## src/rtl/mac_pe_stream.sv

```systemverilog
// mac_pe_stream: streaming multiply-accumulate processing element.
// Accepts operand beats, accumulates a dot product, forwards operands
// systolically, and hands the finished result to a one-deep output slot.
// Optional feature macro: MAC_PE_SAT_EN -- saturating accumulation with a
// sticky per-dot-product overflow flag. Undefined: acc wraps, psum_ovf = 0.
module mac_pe_stream #(
  parameter int DATA_W = 8,
  parameter int ACC_W  = 32,
  parameter int CNT_W  = 8,
  parameter int SIGNED = 1
) (
  input  logic              clk,
  input  logic              rst,
  input  logic              in_valid,
  output logic              in_ready,
  input  logic [DATA_W-1:0] in_a,
  input  logic [DATA_W-1:0] in_b,
  input  logic              in_last,
  output logic [DATA_W-1:0] out_a,
  output logic [DATA_W-1:0] out_b,
  output logic              out_valid,
  output logic              out_last,
  output logic [ACC_W-1:0]  psum,
  output logic [CNT_W-1:0]  psum_cnt,
  output logic              psum_ovf,
  output logic              psum_valid,
  input  logic              psum_ready
);

  localparam int PW = 2 * DATA_W;

  typedef enum logic [1:0] {ST_IDLE, ST_ACC, ST_STALL} state_t;

  state_t r_state, w_state_nxt;

  logic [ACC_W-1:0]  r_acc;
  logic [CNT_W-1:0]  r_cnt;
  logic              r_ovf;
  logic [DATA_W-1:0] r_out_a, r_out_b;
  logic              r_out_valid, r_out_last;
  logic [ACC_W-1:0]  r_psum;
  logic [CNT_W-1:0]  r_psum_cnt;
  logic              r_psum_ovf, r_psum_valid;

  logic              w_accept;
  logic [PW-1:0]     w_a_ext, w_b_ext, w_prod;
  logic [ACC_W-1:0]  w_prod_ext;
  logic [ACC_W-1:0]  w_sum;
  logic              w_ovf_add;
  logic [CNT_W-1:0]  w_cnt_nxt;
  logic              w_acc_add, w_acc_clr, w_load_final, w_load_stall;

  // STALL is the only state that holds off new beats
  assign in_ready = (r_state != ST_STALL);
  assign w_accept = in_valid && in_ready;

  // Extending operands to 2*DATA_W first makes the low 2*DATA_W product
  // bits correct for both signed and unsigned interpretation.
  assign w_a_ext    = (SIGNED != 0) ? PW'($signed(in_a)) : PW'(in_a);
  assign w_b_ext    = (SIGNED != 0) ? PW'($signed(in_b)) : PW'(in_b);
  assign w_prod     = w_a_ext * w_b_ext;
  assign w_prod_ext = (SIGNED != 0) ? ACC_W'($signed(w_prod)) : ACC_W'(w_prod);

  assign w_cnt_nxt  = (&r_cnt) ? r_cnt : r_cnt + 1'b1;

`ifdef MAC_PE_SAT_EN
  logic [ACC_W:0] w_sum_raw;
  // Saturating add: clamp to the representable range and flag the overflow
  always_comb begin
    w_sum_raw = {1'b0, r_acc} + {1'b0, w_prod_ext};
    w_sum     = w_sum_raw[ACC_W-1:0];
    w_ovf_add = 1'b0;
    if (SIGNED != 0) begin
      if ((r_acc[ACC_W-1] == w_prod_ext[ACC_W-1]) &&
          (w_sum_raw[ACC_W-1] != r_acc[ACC_W-1])) begin
        w_ovf_add = 1'b1;
        w_sum     = r_acc[ACC_W-1] ? {1'b1, {(ACC_W-1){1'b0}}}
                                   : {1'b0, {(ACC_W-1){1'b1}}};
      end
    end else if (w_sum_raw[ACC_W]) begin
      w_ovf_add = 1'b1;
      w_sum     = '1;
    end
  end
`else
  assign w_sum     = r_acc + w_prod_ext;
  assign w_ovf_add = 1'b0;
`endif

  // State register
  always_ff @(posedge clk or negedge rst) begin
    if (!rst) r_state <= ST_IDLE;
    else      r_state <= w_state_nxt;
  end

  // Next state and datapath control
  always_comb begin
    w_state_nxt  = r_state;
    w_acc_add    = 1'b0;
    w_acc_clr    = 1'b0;
    w_load_final = 1'b0;
    w_load_stall = 1'b0;
    case (r_state)
      ST_IDLE, ST_ACC: begin
        if (w_accept) begin
          if (!in_last) begin
            w_state_nxt = ST_ACC;
            w_acc_add   = 1'b1;
          end else if (!r_psum_valid || psum_ready) begin
            // slot free or being emptied this edge: result goes straight out
            w_state_nxt  = ST_IDLE;
            w_load_final = 1'b1;
            w_acc_clr    = 1'b1;
          end else begin
            // slot busy: park the finished result in acc
            w_state_nxt = ST_STALL;
            w_acc_add   = 1'b1;
          end
        end
      end
      ST_STALL: begin
        if (psum_ready) begin
          w_state_nxt  = ST_IDLE;
          w_load_stall = 1'b1;
          w_acc_clr    = 1'b1;
        end
      end
      default: w_state_nxt = ST_IDLE;
    endcase
  end

  // Accumulator, term counter and sticky overflow
  always_ff @(posedge clk or negedge rst) begin
    if (!rst) begin
      r_acc <= '0;
      r_cnt <= '0;
      r_ovf <= 1'b0;
    end else if (w_acc_clr) begin
      r_acc <= '0;
      r_cnt <= '0;
      r_ovf <= 1'b0;
    end else if (w_acc_add) begin
      r_acc <= w_sum;
      r_cnt <= w_cnt_nxt;
      r_ovf <= r_ovf | w_ovf_add;
    end
  end

  // Result slot: reload wins over the consumer's take on the same edge
  always_ff @(posedge clk or negedge rst) begin
    if (!rst) begin
      r_psum       <= '0;
      r_psum_cnt   <= '0;
      r_psum_ovf   <= 1'b0;
      r_psum_valid <= 1'b0;
    end else if (w_load_final) begin
      r_psum       <= w_sum;
      r_psum_cnt   <= w_cnt_nxt;
      r_psum_ovf   <= r_ovf | w_ovf_add;
      r_psum_valid <= 1'b1;
    end else if (w_load_stall) begin
      r_psum       <= r_acc;
      r_psum_cnt   <= r_cnt;
      r_psum_ovf   <= r_ovf;
      r_psum_valid <= 1'b1;
    end else if (r_psum_valid && psum_ready) begin
      r_psum_valid <= 1'b0;
    end
  end

  // Systolic forwards, one cycle behind the input
  always_ff @(posedge clk or negedge rst) begin
    if (!rst) begin
      r_out_a     <= '0;
      r_out_b     <= '0;
      r_out_valid <= 1'b0;
      r_out_last  <= 1'b0;
    end else begin
      r_out_a     <= in_a;
      r_out_b     <= in_b;
      r_out_valid <= w_accept;
      r_out_last  <= w_accept && in_last;
    end
  end

  assign out_a      = r_out_a;
  assign out_b      = r_out_b;
  assign out_valid  = r_out_valid;
  assign out_last   = r_out_last;
  assign psum       = r_psum;
  assign psum_cnt   = r_psum_cnt;
  assign psum_ovf   = r_psum_ovf;
  assign psum_valid = r_psum_valid;

endmodule

```

## config.mk

```make
export PLATFORM = sky130hd
export DESIGN_NAME = mac_pe_stream
export DESIGN_NICKNAME = d
export VERILOG_FILES = /design/src/rtl/mac_pe_stream.sv
export SDC_FILE = /design/constraint.sdc
export NUM_CORES = 1
export LEC_CHECK = 0
export ABC_AREA = 1
export CAP_MARGIN = 20
export CELL_PAD_IN_SITES_DETAIL_PLACEMENT = 2
export CELL_PAD_IN_SITES_GLOBAL_PLACEMENT = 2
export CORE_ASPECT_RATIO = 2
export CORE_MARGIN = 2
export CORE_UTILIZATION = 30
export DETAILED_ROUTE_END_ITERATION = 10
export GPL_ROUTABILITY_DRIVEN = 0
export PLACE_DENSITY_LB_ADDON = 0.3
export SYNTH_ARGS = -nofsm -noshare
export SYNTH_HDL_FRONTEND = slang
export SYNTH_SLANG_ARGS = --single-unit
export TNS_END_PERCENT = 50
```

## constraint.sdc

```tcl
create_clock -name clk -period 2.4 [get_ports clk]
set_input_delay 0.48 -clock clk [delete_from_list [all_inputs] [get_ports clk]]
set_output_delay 0.48 -clock clk [all_outputs]
set_load 0.05 [all_outputs]
```

### Word-level counts from Yosys, hierarchy flattened

Cells that the tools add are included.
Widths: inputs -> output; s select.

| storage, ports and cells | value |
|---|---|
| ROM bits | 0 |
| logic and storage cells | 61 |
| memories kept | 0 |
| bits in latches | 0 |
| register bits | 102 |
| memory bits (writable) | 0 |

| operators by class | value |
|---|---|
| add/subtract/negate cells | 2 |
| shift operators | 0 |
| magnitude comparators | 0 |
| multipliers | 1 |
| mux-type cells | 30 |
| divide/modulo/power cells | 0 |
| equal/unequal tests | 5 |
| reduce and logical (&&, ||, !) cells | 12 |
| bitwise logic cells | 0 |

Operators with widths:

| cell | count |
|---|---|
| $mux 32 | 4 |
| $mux 8 | 5 |
| $add 32x32->32 | 1 |
| $mul 8x8->16 | 1 |
| $mux 1 | 15 |
| $add 8x1->8 const B | 1 |
| $mux 2 | 4 |
| $reduce_and 8->1 | 1 |
| $ne 2x2->1 const B | 3 |
| $pmux 2 s2 | 1 |
| $reduce_bool 2->1 | 2 |
| $logic_and 1x1->1 | 3 |
| $reduce_bool 3->1 | 1 |
| $eq 2x1->1 const B | 1 |
| $eq 2x2->1 const B | 1 |
| $logic_not 2->1 | 1 |
| $pmux 1 s2 | 1 |
| $reduce_and 2->1 | 1 |
| $reduce_or 2->1 | 1 |
| $logic_not 1->1 | 1 |
| $logic_or 1x1->1 | 1 |

### Longest topological paths before layout

Gate-level depths: netlist of the first run.

| depth | value |
|---|---|
| depth in word-level cells | 8 |
| mapped depth | 36 |
| depth with buffers taken out | 35 |

### Worst setup path before layout of the first run

No wires, ideal clock.

| timing | value |
|---|---|
| path kind | input port to flip-flop |
| start | in in_b[2] |
| end | reg r_psum[21], in the netlist psum[21] |
| cell stages on the path | 28 |
| slack | -3.468 ns |
| arrival | 5.746 ns |
| path buffers | 1 |
| library setup time | 0.122 ns |
| path through | clkbuf_1 -> nand2_1 -> inv_1 -> fa_1 -> inv_1 -> fa_1 -> inv_1 -> fa_1 -> inv_1 -> fa_1 -> inv_1 -> ha_1 -> nand2_1 -> nor2_1 -> nand3_1 -> nand3_1 -> inv_1 -> nand2_1 -> nand2_1 -> ha_1 -> nand2_1 -> nor2_1 -> nor2_1 -> o21ai_0 -> nand3b_1 -> or2_2 -> nand3_1 -> nand2_1 |

| between the ends | value |
|---|---|
| cells in the longest elaborated chain, start to end | 3 |

RTL lines:

| what | line | RTL |
|---|---|---|
| from (decl) | 17 | `input logic [DATA_W-1:0] in_b,` |
| $mul 8x8->16 | 61 | `assign w_prod = w_a_ext * w_b_ext;` |
| $add 32x32->32 | 86 | `assign w_sum = r_acc + w_prod_ext;` |
| $mux 32 | 156 | `end else if (w_load_final) begin` |
| to (signal assigned) | 157 | `r_psum <= w_sum;` |
| to (signal assigned) | 162 | `r_psum <= r_acc;` |
| to (decl) | 41 | `logic [ACC_W-1:0] r_psum;` |

Every way passes these cells.
A chain may end at the register's enable or synchronous reset.

### Worst setup path in the final report of the first run

| timing | value |
|---|---|
| start | in in_b[4] |
| end | reg r_psum[19], in the netlist psum[19] |

Same word-level chain as after synthesis.

==> results_dict.tcl, run 1 <==
set metrics [dict create \
    dieHeight_um 246 \
    area_delta_synth_final_pct 63.5 \
    syn_avg_cell_area_um2 7.33 \
    setup_viol 59 \
    path_clk_slew_ps 90 \
    mostFrequentLayoutCells "nand2_1, buf_4, inv_1" \
    drive_above_1_share_pct 42.9 \
    io_buffers 80 \
    cp_slowest_stage_delay_ps 540 \
    postLayoutCoreUtil_pct 49.8 \
    final_common_cell "nand2_1" \
    grt_pass1_wl_um 71700 \
    yosysSeqAreaShare_pct 28.8 \
    worst_slew_pin_slew_ps 688 \
    drc 0 \
    yosysUniqueCellTypes 41 \
    layout_setup_ws_ps -3550 \
    yosysWarnings 0 \
    hold_violations 0 \
    placed_area_mm2 0.0119 \
    cp-end-kind "flop" \
    drv_cap 0 \
    wirelength_um 56700 \
    crit_end "psum[19]" \
    cts_tree "done" \
    start_util_pct 30.5 \
    grt-ovfl-total 0 \
    die-width_um 125 \
    rsz0062_at_grt "yes" \
    first_pass_iters 6 \
    required_ps 2670 \
    violations "setup timing" \
    min_path_type "in -> async" \
    drtAntennaViolNets 0 \
    synth_fp_nets 1337 \
    ios 82 \
    critPathLaunch "in_b[4]" \
    syn-instance-count 1199 \
    htreeDepth 3 \
    finalMaxSlewViolations 0 \
    cts_root_buf "clkbuf_16" \
    clk_latency_ps 400 \
    clockBufferDepth 2 \
    whs_ps 50.9 \
    cpMostUsedCell "buf_4" \
    num_antenna_cells 0 \
    r2r_cells 13 \
    slew_headroom_pct 54.1 \
    cts_buffers 9 \
    grt_max_degree 44 \
    rr_endpoint "psum[10]" \
    min_period_over_period_pct 248 \
    cpMaxStageDelayCell "fa_1" \
    dpl.hpwl_um 29900 \
    dr_total_vias 10300 \
    worstPathArrival_ps 6220 \
    route.detailed.wl_per_inst_um 30.6 \
    drt-initial-drc-count 468 \
    critPathKind "in -> reg" \
    cts_hold_buffers 0 \
    syn_area_mm2 0.00879 \
    dieArea_mm2 0.0308 \
    status "finished, violations left" \
    viasPerCell 5.54 \
    synth-async-reset-ratio_pct 100 \
    grt_use_total_pct 31.1 \
    start_kind "input port" \
    layout_min_cycle_time_ps 5950 \
    r2r-start "r_acc[0]" \
    coreArea_mm2 0.0288 \
    synth_edf_count 0 \
    synth_top_flop_cell "dfrtp_1" \
    ys_ff_latch 101 \
    fin_area_mm2 0.0144 \
    nets 1629 \
    fmax_mhz 168 \
    regToRegSetupSlack_ps -160 \
    crit_fanout 4 \
    grt_pass1_vias 11900 \
    skew_ps 21.1 \
    antenna_found_initial 0 \
    clock-sinks 101 \
    row_count 88 \
]
==> cell families (layout without fill, tap and decap cells) <==
family	after synthesis	after routing	synth area share [%]
AOI/OAI and AO/OA	157	157	10.4
DFF	101	101	28.8
adders and majority gates	117	117	21.4
and+or+nand+nor	509	510	24.3
other	1	1	0.0427
xor gates and xnor gates	22	22	2.19
buffers and inverters	292	588	12.9
==> Yosys cell counts, types with 9 or more instances <==
| master | instances | area share [%] |
|---|---|---|
| o21ai_0 | 46 | 2.6 |
| xnor2_1 | 9 | 0.90 |
| xor2_1 | 13 | 1.3 |
| clkbuf_1 | 21 | 0.90 |
| nand2_1 | 328 | 14 |
| a21oi_1 | 52 | 3.0 |
| inv_1 | 251 | 11 |
| nor2_1 | 79 | 3.4 |
| a22oi_1 | 9 | 0.77 |
| nand3_1 | 68 | 3.9 |
| fa_1 | 56 | 13 |
| o22ai_1 | 18 | 1.3 |
| ha_1 | 61 | 8.7 |
| dfrtp_1 | 101 | 29 |
==> timing repair <==
action | 4_1_cts | 5_1_grt
gates resized for setup | 317 | 214
endpoints found under the setup margin | 60 | 60
setup buffers | 43 | 17
gates cloned | 1 | 0
pin swaps | 132 | 130
==> per-layer routing <==
metal	GRT usage [%]	part of all wire, %	vias to the layer above
li1	-	-	4312
met1	27.3	30	5215
met2	62.2	55	458
met3	3.56	3.7	290
met4	24.0	11	0
met5	0	0	-
==> layout make-up <==
cell class / instances / area, um^2
Multi-Input combinational cell: 807 / 7340
Timing Repair Buffer: 313 / 2760
Clock buffer: 10 / 229
Sequential cell: 101 / 2530
Inverter: 259 / 1000
Tap cell: 360 / 450
Clock inverter: 6 / 57.6
Fill cell: 3081 / 14500
==> critical path: cells and delay by family <==
family	cells	cell delay [ps]
xor+xnor	1	300
simple gates	10	1290
buf+inv	15	1570
fa+ha+maj	6	2150
compound gates	3	400
==> worst min-delay path by stage <==
stage / startpoint / to / slack, ps
floorplan: rst / out_a[0] / 180
CTS: rst / out_b[6] / 50
global placement: psum[11] / psum[11] / 470
finish: rst / out_a[7] / 50
detailed placement: psum[11] / psum[11] / 480
global route: rst / out_b[6] / 80
==> per-stage QoR <==
stage / setup slack [ps] / setup TNS [ps] / instances
6_report: -3550 / -180490 / 1856
2_1_floorplan: -2770 / -138120 / 1199
5_1_grt: -3670 / -186630 / 1856
3_3_place_gp: -4090 / -206010 / 1792
3_5_place_dp: -4300 / -219520 / 1792
4_1_cts: -3190 / -160740 / 1847
==> registers in the layout, indices dropped and copies added, names as in the netlist <==
name	count
out_a	8
out_valid	1
psum_valid	1
psum	32
r_acc	32
psum_cnt	8
r_state	2
out_b	8
r_cnt	8
out_last	1
Power of run 1 is not shown: default switching activity piles up to over one toggle a cycle in this logic, so the estimate is an artifact.
==> inputs of run 2 (changes only) <==
--- a/config.mk
+++ b/config.mk
@@ -15,6 +15,7 @@
 export DETAILED_ROUTE_END_ITERATION = 10
 export GPL_ROUTABILITY_DRIVEN = 0
 export PLACE_DENSITY_LB_ADDON = 0.3
+export SLEW_MARGIN = 20
 export SYNTH_ARGS = -nofsm -noshare
 export SYNTH_HDL_FRONTEND = slang
 export SYNTH_SLANG_ARGS = --single-unit
==> results of run 2 <==
Final layout, timing and power as in run 1 (identical DEF).
Power of run 2 is left out for the same reason.
==> inputs of run 3 (changes only) <==
==> constraint.sdc (replaced) <==
create_clock -name clk -period 5.3 [get_ports clk]
set_input_delay 1.06 -clock clk [delete_from_list [all_inputs] [get_ports clk]]
set_output_delay 1.06 -clock clk [all_outputs]
set_load 0.05 [all_outputs]
==> results_dict.tcl, run 3 (same netlist as run 1, synthesis figures left out) <==
set metrics [dict create \
    dieHeight_um 246 \
    coreArea_mm2 0.0288 \
    status "finished, violations left" \
    crit_fanout 6 \
    dr_total_vias 10100 \
    clock-sinks 101 \
    min_period_over_period_pct 123 \
    cts_root_buf "clkbuf_16" \
    dpl.hpwl_um 30600 \
    skew_ps 29.3 \
    drtAntennaViolNets 0 \
    grt-ovfl-total 0 \
    drv_cap 0 \
    first_pass_iters 5 \
    drt-initial-drc-count 488 \
    critPathKind "in -> reg" \
    required_ps 5550 \
    min_path_type "reg -> reg" \
    row_count 88 \
    grt_pass1_wl_um 69900 \
    clk_latency_ps 410 \
    start_util_pct 30.5 \
    hold_violations 0 \
    num_antenna_cells 0 \
    dieArea_mm2 0.0308 \
    cpMaxStageDelayCell "fa_1" \
    rsz0062_at_grt "yes" \
    cp_slowest_stage_delay_ps 550 \
    drive_above_1_share_pct 41.8 \
    area_delta_synth_final_pct 58.8 \
    die-width_um 125 \
    viasPerCell 5.51 \
    layout_min_cycle_time_ps 6510 \
    wirelength_um 54800 \
    worst_slew_pin_slew_ps 954 \
    cts_buffers 9 \
    worstPathArrival_ps 6760 \
    drc 0 \
    grt_use_total_pct 30.3 \
    cp-end-kind "flop" \
    route.detailed.wl_per_inst_um 29.8 \
    htreeDepth 3 \
    ios 82 \
    clockBufferDepth 2 \
    nets 1610 \
    layout_setup_ws_ps -1210 \
    fin_cells 1836 \
    grt_pass1_vias 11700 \
    setup_viol 52 \
    slew_headroom_pct 36.4 \
    violations "setup timing" \
    grt_max_degree 62 \
    fmax_mhz 154 \
    mostFrequentLayoutCells "nand2_1, inv_1, buf_4" \
    antenna_found_initial 0 \
    postLayoutCoreUtil_pct 48.4 \
    dp.cells 1771 \
    finalMaxSlewViolations 0 \
    io_buffers 80 \
    start_kind "input port" \
    final_common_cell "nand2_1" \
    cts_tree "done" \
    path_clk_slew_ps 100 \
]
-- run 3: cell count changes in the layout (fill, tap and decap cells not counted), moves of 7 or more --
cell / previous run / this run
ha_4: 40 / 29
inv_2: 54 / 46
buf_4: 195 / 183
nand2_2: 59 / 68
ha_1: 21 / 31
nand2_1: 234 / 222
inv_1: 194 / 201
-- run 3: worst paths after layout --
kind / start / to / slack [ps] / depth (start not counted)
worst max-delay path: in_a[5] / psum[15] / -1210 / 32
worst min-delay path: psum[22] / psum[22] / 510 / 2
worst max register to register: r_state[0] / r_acc[27] / 1970 / 13
worst min register to register: psum[22] / psum[22] / 510 / 2
max in group asynchronous: rst / psum_cnt[5] / 3320 / 2
min in group asynchronous: rst / psum[24] / 790 / 1
-- run 3: cell type report --
type / count / area, um^2
sequential: 101 / 2530
clock inverter: 6 / 81.3
inverter: 259 / 1000
multi-input combinational: 807 / 7130
clock buffer: 9 / 225
timing repair buffer: 294 / 2530
tap: 360 / 450
fill: 3111 / 14900
-- run 3: repair_timing --
| item | CTS | global route |
|---|---|---|
| resized for setup | 272 | 246 |
| endpoints found under the setup margin | 52 | 52 |
| gates cloned | 1 | 0 |
| pin swaps | 96 | 152 |
| endpoints found under the hold margin | 0 | 0 |
| setup buffers | 40 | 19 |
| hold buffers | 0 | 0 |
-- run 3: metal layers --
layer	global-route usage, %	wire length (um)	vias to the layer above
li1	-	-	4266
met1	25.3	15900	5160
met2	60.9	30800	409
met3	3.84	2030	287
met4	25.8	6060	0
met5	0	0	-
-- run 3: worst max-delay path: cells and delay by family --
kind | cells | cell delay (ps)
AO/OA/AOI/OAI | 6 | 1050
buffers and inverters | 9 | 1030
AND/OR/NAND/NOR | 11 | 1140
adder cells (fa/ha/maj) | 6 | 2430
-- run 3: stage by stage --
stage / instance area [um^2] / hold WS [ps] / setup TNS (ps) / worst slack (ps)
2_1_floorplan: 9430 / 477 / -14910 / -448
3_3_place_gp: 11600 / 475 / -72670 / -1780
3_5_place_dp: 11600 / 486 / -87840 / -2080
4_1_cts: 13000 / 512 / -37820 / -911
5_1_grt: 14000 / 548 / -59020 / -1380
6_report: 14000 / 511 / -51500 / -1210
Power of run 3 is left out for the same reason.
